### config.mk
export PLATFORM = sky130hd
export DESIGN_NAME = instr_packer_flat
export DESIGN_NICKNAME = d
export VERILOG_FILES = /design/src/rtl/instr_packer_if.sv /design/src/rtl/instr_packer.sv /design/src/flat_wrapper.sv
export SDC_FILE = /design/constraint.sdc
export NUM_CORES = 1
export LEC_CHECK = 0
export CORE_MARGIN = 2
export CORE_UTILIZATION = 33
export DETAILED_ROUTE_END_ITERATION = 10
export PLACE_DENSITY = 0.61
export SLEW_MARGIN = 0
export SYNTH_ARGS = -nofsm -noshare
export SYNTH_HDL_FRONTEND = slang
export SYNTH_SLANG_ARGS = --single-unit
### constraint.sdc
create_clock -name clk -period 6.7 [get_ports clk]
set_input_delay 1.34 -clock clk [delete_from_list [all_inputs] [get_ports clk]]
set_output_delay 1.34 -clock clk [all_outputs]
set_load 0.02 [all_outputs]
### src/rtl/instr_packer_if.sv
// Request/instruction handshake bundle for instr_packer.
// master drives requests and out_ready; slave is the packer.
interface instr_packer_if;
  logic        in_valid;
  logic        in_ready;
  logic [1:0]  in_kind;
  logic [4:0]  in_rd;
  logic [4:0]  in_rs1;
  logic [4:0]  in_rs2;
  logic [2:0]  in_funct3;
  logic [31:0] in_imm;
  logic        out_valid;
  logic        out_ready;
  logic [31:0] out_instr;
  logic [31:0] out_addr;

  modport master (
    output in_valid, in_kind, in_rd, in_rs1, in_rs2, in_funct3, in_imm, out_ready,
    input  in_ready, out_valid, out_instr, out_addr
  );

  modport slave (
    input  in_valid, in_kind, in_rd, in_rs1, in_rs2, in_funct3, in_imm, out_ready,
    output in_ready, out_valid, out_instr, out_addr
  );
endinterface

### src/rtl/instr_packer.sv
// Packs decoded requests into RV32 I/S/B instruction words at consecutive addresses.
// Optional immediate range checking: define INSTR_PACKER_RANGE_CHECK_EN.
//
// state | meaning
// IDLE  | waiting for start
// RUN   | accepting requests until prog_len have been consumed
// DRAIN | waiting for the last held instruction to be taken
// DONE  | one-cycle done pulse
module instr_packer #(
  parameter int LEN_W = 16
) (
  input  logic             clk,
  input  logic             rst_n,
  input  logic             start,
  input  logic [31:0]      base_addr,
  input  logic [LEN_W-1:0] prog_len,
  instr_packer_if.slave    bus,
  output logic             busy,
  output logic             done,
  output logic [LEN_W-1:0] err_cnt
);

  typedef enum logic [1:0] {S_IDLE, S_RUN, S_DRAIN, S_DONE} state_t;

  state_t           state, state_nxt;
  logic [LEN_W-1:0] acc_cnt;
  logic [LEN_W-1:0] len_q;
  logic [31:0]      addr_q;
  logic             out_valid_q;
  logic [31:0]      out_instr_q;
  logic [31:0]      out_addr_q;
  logic [31:0]      enc;
  logic             reject;
  logic             in_ready;
  logic             xfer;

  assign in_ready      = (state == S_RUN) && (acc_cnt < len_q) && (!out_valid_q || bus.out_ready);
  assign xfer          = bus.in_valid && in_ready;
  assign bus.in_ready  = in_ready;
  assign bus.out_valid = out_valid_q;
  assign bus.out_instr = out_instr_q;
  assign bus.out_addr  = out_addr_q;

  always_comb begin
    enc = '0;
    case (bus.in_kind)
      2'd0: enc = {bus.in_imm[11:0], bus.in_rs1, bus.in_funct3, bus.in_rd, 7'b0010011};
      2'd1: enc = {bus.in_imm[11:0], bus.in_rs1, bus.in_funct3, bus.in_rd, 7'b0000011};
      2'd2: enc = {bus.in_imm[11:5], bus.in_rs2, bus.in_rs1, bus.in_funct3,
                   bus.in_imm[4:0], 7'b0100011};
      default: enc = {bus.in_imm[12], bus.in_imm[10:5], bus.in_rs2, bus.in_rs1,
                      bus.in_funct3, bus.in_imm[4:1], bus.in_imm[11], 7'b1100011};
    endcase
  end

`ifdef INSTR_PACKER_RANGE_CHECK_EN
  logic signed [31:0] imm_s;
  assign imm_s = $signed(bus.in_imm);

  always_comb begin
    reject = 1'b0;
    if (bus.in_kind == 2'd3)
      reject = (imm_s < -32'sd4096) || (imm_s > 32'sd4094) || bus.in_imm[0];
    else
      reject = (imm_s < -32'sd2048) || (imm_s > 32'sd2047);
  end
`else
  always_comb begin
    reject = 1'b0;
  end
`endif

  always_ff @(posedge clk or negedge rst_n) begin
    if (!rst_n) state <= S_IDLE;
    else        state <= state_nxt;
  end

  always_comb begin
    state_nxt = state;
    busy      = 1'b0;
    done      = 1'b0;
    case (state)
      S_IDLE:  if (start) state_nxt = S_RUN;
      S_RUN: begin
        busy = 1'b1;
        if (acc_cnt == len_q) state_nxt = S_DRAIN;
      end
      S_DRAIN: begin
        busy = 1'b1;
        if (!out_valid_q) state_nxt = S_DONE;
      end
      default: begin
        done      = 1'b1;
        state_nxt = S_IDLE;
      end
    endcase
  end

  always_ff @(posedge clk or negedge rst_n) begin
    if (!rst_n) begin
      acc_cnt     <= '0;
      len_q       <= '0;
      addr_q      <= '0;
      err_cnt     <= '0;
      out_valid_q <= 1'b0;
      out_instr_q <= '0;
      out_addr_q  <= '0;
    end else begin
      if (state == S_IDLE && start) begin
        addr_q  <= base_addr;
        len_q   <= prog_len;
        acc_cnt <= '0;
        err_cnt <= '0;
      end
      if (xfer) begin
        acc_cnt <= acc_cnt + LEN_W'(1);
        if (reject) begin
          if (err_cnt != '1) err_cnt <= err_cnt + LEN_W'(1);
        end else begin
          out_instr_q <= enc;
          out_addr_q  <= addr_q;
          addr_q      <= addr_q + 32'd4;
        end
      end
      // A rejected transfer still lets the held word retire on out_ready.
      if (xfer && !reject)    out_valid_q <= 1'b1;
      else if (bus.out_ready) out_valid_q <= 1'b0;
    end
  end

endmodule

### src/flat_wrapper.sv
// flat-port wrapper written by rule: the top's interface ports become plain ports
module instr_packer_flat 
#(
  parameter int LEN_W = 16
)
  (clk, rst_n, start, base_addr, prog_len, busy, done, err_cnt, bus_in_valid, bus_in_kind, bus_in_rd, bus_in_rs1, bus_in_rs2, bus_in_funct3, bus_in_imm, bus_out_ready, bus_in_ready, bus_out_valid, bus_out_instr, bus_out_addr);
  instr_packer_if bus_i ();
  input  logic clk;
  input  logic rst_n;
  input  logic start;
  input  logic [31:0] base_addr;
  input  logic [LEN_W-1:0] prog_len;
  output logic busy;
  output logic done;
  output logic [LEN_W-1:0] err_cnt;
  input wire logic [$bits(bus_i.in_valid)-1:0] bus_in_valid;
  input wire logic [$bits(bus_i.in_kind)-1:0] bus_in_kind;
  input wire logic [$bits(bus_i.in_rd)-1:0] bus_in_rd;
  input wire logic [$bits(bus_i.in_rs1)-1:0] bus_in_rs1;
  input wire logic [$bits(bus_i.in_rs2)-1:0] bus_in_rs2;
  input wire logic [$bits(bus_i.in_funct3)-1:0] bus_in_funct3;
  input wire logic [$bits(bus_i.in_imm)-1:0] bus_in_imm;
  input wire logic [$bits(bus_i.out_ready)-1:0] bus_out_ready;
  output wire logic [$bits(bus_i.in_ready)-1:0] bus_in_ready;
  output wire logic [$bits(bus_i.out_valid)-1:0] bus_out_valid;
  output wire logic [$bits(bus_i.out_instr)-1:0] bus_out_instr;
  output wire logic [$bits(bus_i.out_addr)-1:0] bus_out_addr;
  assign bus_i.in_valid = bus_in_valid;
  assign bus_i.in_kind = bus_in_kind;
  assign bus_i.in_rd = bus_in_rd;
  assign bus_i.in_rs1 = bus_in_rs1;
  assign bus_i.in_rs2 = bus_in_rs2;
  assign bus_i.in_funct3 = bus_in_funct3;
  assign bus_i.in_imm = bus_in_imm;
  assign bus_i.out_ready = bus_out_ready;
  assign bus_in_ready = bus_i.in_ready;
  assign bus_out_valid = bus_i.out_valid;
  assign bus_out_instr = bus_i.out_instr;
  assign bus_out_addr = bus_i.out_addr;
  instr_packer #(.LEN_W(LEN_W)) u_core (.clk(clk), .rst_n(rst_n), .start(start), .base_addr(base_addr), .prog_len(prog_len), .bus(bus_i), .busy(busy), .done(done), .err_cnt(err_cnt));
endmodule
# Word level (Yosys, flattened, before mapping)
# Cells that the tools add are included.
[op_classes]
muxes = 13
eq_ne = 8
reduce_logical = 13
n_lt_le_gt_ge = 1
n_addsub = 2
[op_table]
columns = ["op", "n"]
rows = [
  ["32-bit one-hot mux with 3 select lines", 1],
  ["32-bit 2-to-1 mux", 2],
  ["32-bit by 3-bit adder with 32-bit output, second input constant", 1],
  ["16-bit 2-to-1 mux", 2],
  ["16-bit by 1-bit adder with 16-bit output, second input constant", 1],
  ["16-bit == test", 1],
  ["16-bit less-than comparator", 1],
  ["2-bit 2-to-1 mux", 3],
  ["2-bit != test, second input constant", 3],
  ["2-bit one-hot mux with 3 select lines", 1],
  ["2-bit by 1-bit == test with 1-bit output, second input constant", 2],
  ["2-bit == test, second input constant", 2],
  ["1-bit logical AND", 4],
  ["2-bit logical NOT", 2],
  ["1-bit 2-to-1 mux", 4],
  ["2-bit nonzero test", 2],
  ["3-bit AND reduction", 1],
  ["3-bit OR reduction", 1],
  ["2-bit OR reduction", 1],
  ["1-bit logical NOT", 1],
  ["1-bit logical OR", 1],
]
[totals]
ff_bits = 131
elab_cells = 44

# Logic depth before layout (Yosys ltp)
[depth]
ltp_word = 5
depth_mapped = 12

# Worst setup path before layout
# Ideal clock, no wire load.
[synth_path]
path_type = "in2out"
start = "input port bus_out_ready"
end = "output port bus_in_ready"
t_arrival_ps = 2182
cell_stages = 4
required_ps = 5360
slack_ps = 3178
cell_sequence = "nand2b_1 -> o2111ai_1 -> a21o_1 -> nor3_1"
[synth_between]
elab_chain_len = 2
[synth_lines]
columns = ["item", "line", "rtl"]
rows = [
  ["start, declared", "flat_wrapper.sv:23", "input wire logic [$bits(bus_i.out_ready)-1:0] bus_out_ready;"],
  ["1-bit logical OR", "instr_packer.sv:37", "assign in_ready = (state == S_RUN) && (acc_cnt < len_q) && (!out_valid_q || bus.out_ready);"],
  ["1-bit logical AND", "instr_packer.sv:37", ""],
  ["end, declared", "flat_wrapper.sv:24", "output wire logic [$bits(bus_i.in_ready)-1:0] bus_in_ready;"],
]
# No other way between the ends.

# Worst setup path in the final report
# Ends and elaborated chain as after synthesis.

==> results.json <==
{
  "status": "completed",
  "power.density_nw_per_um2": 279,
  "startpoint": "bus_out_ready",
  "drive_gt1_frac": 0.0749,
  "drtIter0Drc": 250,
  "worst_slew_pin_slew_ns": 0.964,
  "rows": 51,
  "cp.required_ns": 5.36,
  "grt_pass1_wl_um": 25600,
  "cts.sinks": 128,
  "timing.fmax_mhz": 225,
  "clock_path_buffers": 2,
  "synth_edf_count": 0,
  "holdWs_ns": 0.463,
  "htreeDepth": 4,
  "hold_viol": 0,
  "ant_nets": 0,
  "whs_path_depth": 2,
  "setup_violations": 0,
  "fin_worst_skew_ns": 0.00973,
  "synthArstFlopShare": 1.00,
  "end_kind": "primary output",
  "timing.rr.start": "u_core.acc_cnt[7]",
  "ys_ff_latch": 128,
  "fin_setup_tns_ns": 0,
  "clock-root-buffer": "clkbuf_16",
  "synth_ff_type": "dfrtp_1",
  "grt_pass1_vias": 4954,
  "hp-start": "u_core.addr_q[1]",
  "cpPeakStageDelay_ns": 0.66,
  "die_w_um": 144,
  "grtUsageTotal": 0.160,
  "netlist_area_um2": 6460,
  "antenna_found_initial": 0,
  "rsz0062_at_grt": "false",
  "synth.avg_cell_area_um2": 9.19,
  "cp-start-kind": "input port",
  "cts-buffers-inserted": 17,
  "grt_max_degree": 88,
  "drv_slew": 0,
  "rr_worst_depth": 8,
  "crit_path_cell_trace": "clkdlybuf4s50_1 > nand2b_1 > o2111ai_1 > a21o_1 > nor3_1 > clkdlybuf4s50_1",
  "ctsHoldBuffers": 0,
  "place.gp.congestion": 0.745,
  "hpwl_um": 11000,
  "ir_worst_vdd_v": 0.000169,
  "area_growth_pct": 35.1,
  "wire_per_inst_um": 14.5,
  "tritoncts": "yes",
  "hold_path_class": "flip-flop to flip-flop",
  "fin_crit_ns": 4.45,
  "grt_remaining_overflow": 0,
  "synthCells": 703,
  "fp.dieH_um": 144,
  "cpMostUsedCell": "clkdlybuf4s50_1",
  "critPathArrivalTime_ns": 3.11,
  "nNetsFinal": 968,
  "ys_seq_area_frac": 0.496,
  "initial_core_util": 0.334,
  "drt_wl_total_um": 16200,
  "p_leak_nw": 3.98,
  "vias_per_cell": 4.74,
  "ys_types": 50,
  "die_area_um2": 20700,
  "worstSkewPairLatency_ns": 0.43,
  "core-area_um2": 19300,
  "ios": 189,
  "antenna_cells": 0,
  "maxCapViolCount": 0,
  "crit_fanout": 2,
  "slowest_stage": "clkdlybuf4s50_1",
  "drc": 0,
  "cts.repair.resized": 0,
  "cts_setup_buffers": 0,
  "port_buffers": 151,
  "yosys_warnings": 0,
  "slew_headroom": 0.352,
  "vias": 5304,
  "drt-pass1-iter-count": 7,
  "crit_type": "input port to primary output",
  "fin_crit_sh": 0.664,
  "clk_pin_slew_worst_paths_ns": 0.06
}
critical path, delay by kind of cell:
kind | cells | cell delay, ns
buffers and inverters | 2 | 1.10
AOI/OAI and AO/OA | 2 | 0.34
and+or+nand+nor | 2 | 0.33
synthesized netlist by cell type (all sizes together) (2+ instances only):
library cell | number | share of area
o32ai | 6 | 0.0081
and4 | 6 | 0.0081
a21oi | 19 | 0.015
buf | 36 | 0.039
nand4 | 11 | 0.011
a221o | 3 | 0.0046
nand2b | 3 | 0.0029
or3 | 6 | 0.0058
o21ai | 74 | 0.057
a21bo | 2 | 0.0031
inv | 39 | 0.023
a31oi | 2 | 0.0019
nor2b | 3 | 0.0029
a221oi | 3 | 0.0041
o21a | 2 | 0.0023
nand3 | 17 | 0.013
nor3b | 5 | 0.0058
nor2 | 22 | 0.013
clkbuf | 21 | 0.012
a211oi | 5 | 0.0058
nor3 | 7 | 0.0054
o2bb2ai | 2 | 0.0027
nor4 | 8 | 0.011
o31ai | 4 | 0.0076
mux2i | 12 | 0.019
ha | 22 | 0.043
o221a | 9 | 0.016
a41oi | 2 | 0.0027
a21o | 7 | 0.0081
nand2 | 173 | 0.10
mux2 | 4 | 0.0070
and3 | 11 | 0.011
dfrtp | 128 | 0.50
a21boi | 14 | 0.018
o22ai | 4 | 0.0039
and2 | 6 | 0.0058
routing by layer:
layer  GRT usage  wire length, µm  vias up
met5           0                0        -
met4      0.0676              363        0
met3      0.0327              760       23
met2       0.256             7650      127
met1       0.211             7440     2483
li1            -                -     2671
kinds of logic after synthesis:
group	Yosys count	share of synthesized area
xor+xnor	1	0.00136
fa+ha+maj	22	0.0426
other cells	1	0.000580
mux	16	0.0256
flops	128	0.496
simple gates	278	0.196
buf+inv	96	0.0740
compound gates	161	0.165
registers in the layout, indices dropped and copies added, names as in the netlist:
signal,flops
u_core.len_q,16
u_core.addr_q,32
u_core.bus.out_addr,32
u_core.acc_cnt,16
u_core.bus.out_valid,1
u_core.state,2
u_core.bus.out_instr,29
report_power, final:
part	switching, mW	internal, mW	leakage [nW]
Combinational	0.296	0.238	2.24
Sequential	0.0817	0.872	1.44
Clock	0.378	0.570	0.295
path summary, 6_finish.rpt:
check                                          to  slack, ns
setup reg to reg                u_core.addr_q[10]       3.20
hold reg to reg            u_core.bus.out_addr[1]       0.46
setup / recovery                     bus_in_ready       2.25
max in group asynchronous       u_core.acc_cnt[8]       4.56
hold / removal             u_core.bus.out_addr[1]       0.46
min in group asynchronous         u_core.len_q[0]       0.93
cells in the final DEF (no fill, tap or decap), drive strengths merged, types with 3 or more instances in the layout:
master	count
clkdlybuf4s50	150
nand3	17
and3	11
nor2b	3
and4	6
o22ai	4
clkbuf	18
mux2	4
o31ai	4
o21ai	74
a211oi	5
nand2b	3
conb	18
nor3	7
a21oi	19
a21boi	14
ha	22
a221oi	3
or3	6
dfrtp	128
inv	47
nor3b	5
nand4	11
and2	6
nand2	173
clkinv	3
a21o	7
o221a	9
o32ai	6
nor4	8
nor2	22
mux2i	12
buf	9
a221o	3
stage by stage:
step / setup slack, ns / total power [mW] / area, µm² / instances / util
floorplan: 3.18 / 1.26 / 6530 / 720 / -
global placement: 2.27 / 1.50 / 8120 / 1087 / 0.420
detailed placement: 2.26 / 1.51 / 8120 / 1087 / 0.420
CTS: 2.24 / 2.47 / 8730 / 1119 / 0.451
global route: 2.16 / 2.57 / 8730 / 1119 / 0.451
finish: 2.25 / 2.44 / 8730 / 1119 / 0.451
area by class of cell:
cell class | instances | area [µm²]
tap | 265 | 332
inverter | 39 | 146
sequential | 128 | 3200
fill | 1859 | 10600
multi-input combinational | 496 | 2870
clock inverter | 14 | 166
clock buffer | 18 | 439
timing repair buffer | 159 | 1570
Note: power is estimated with default switching activity, not from simulation.
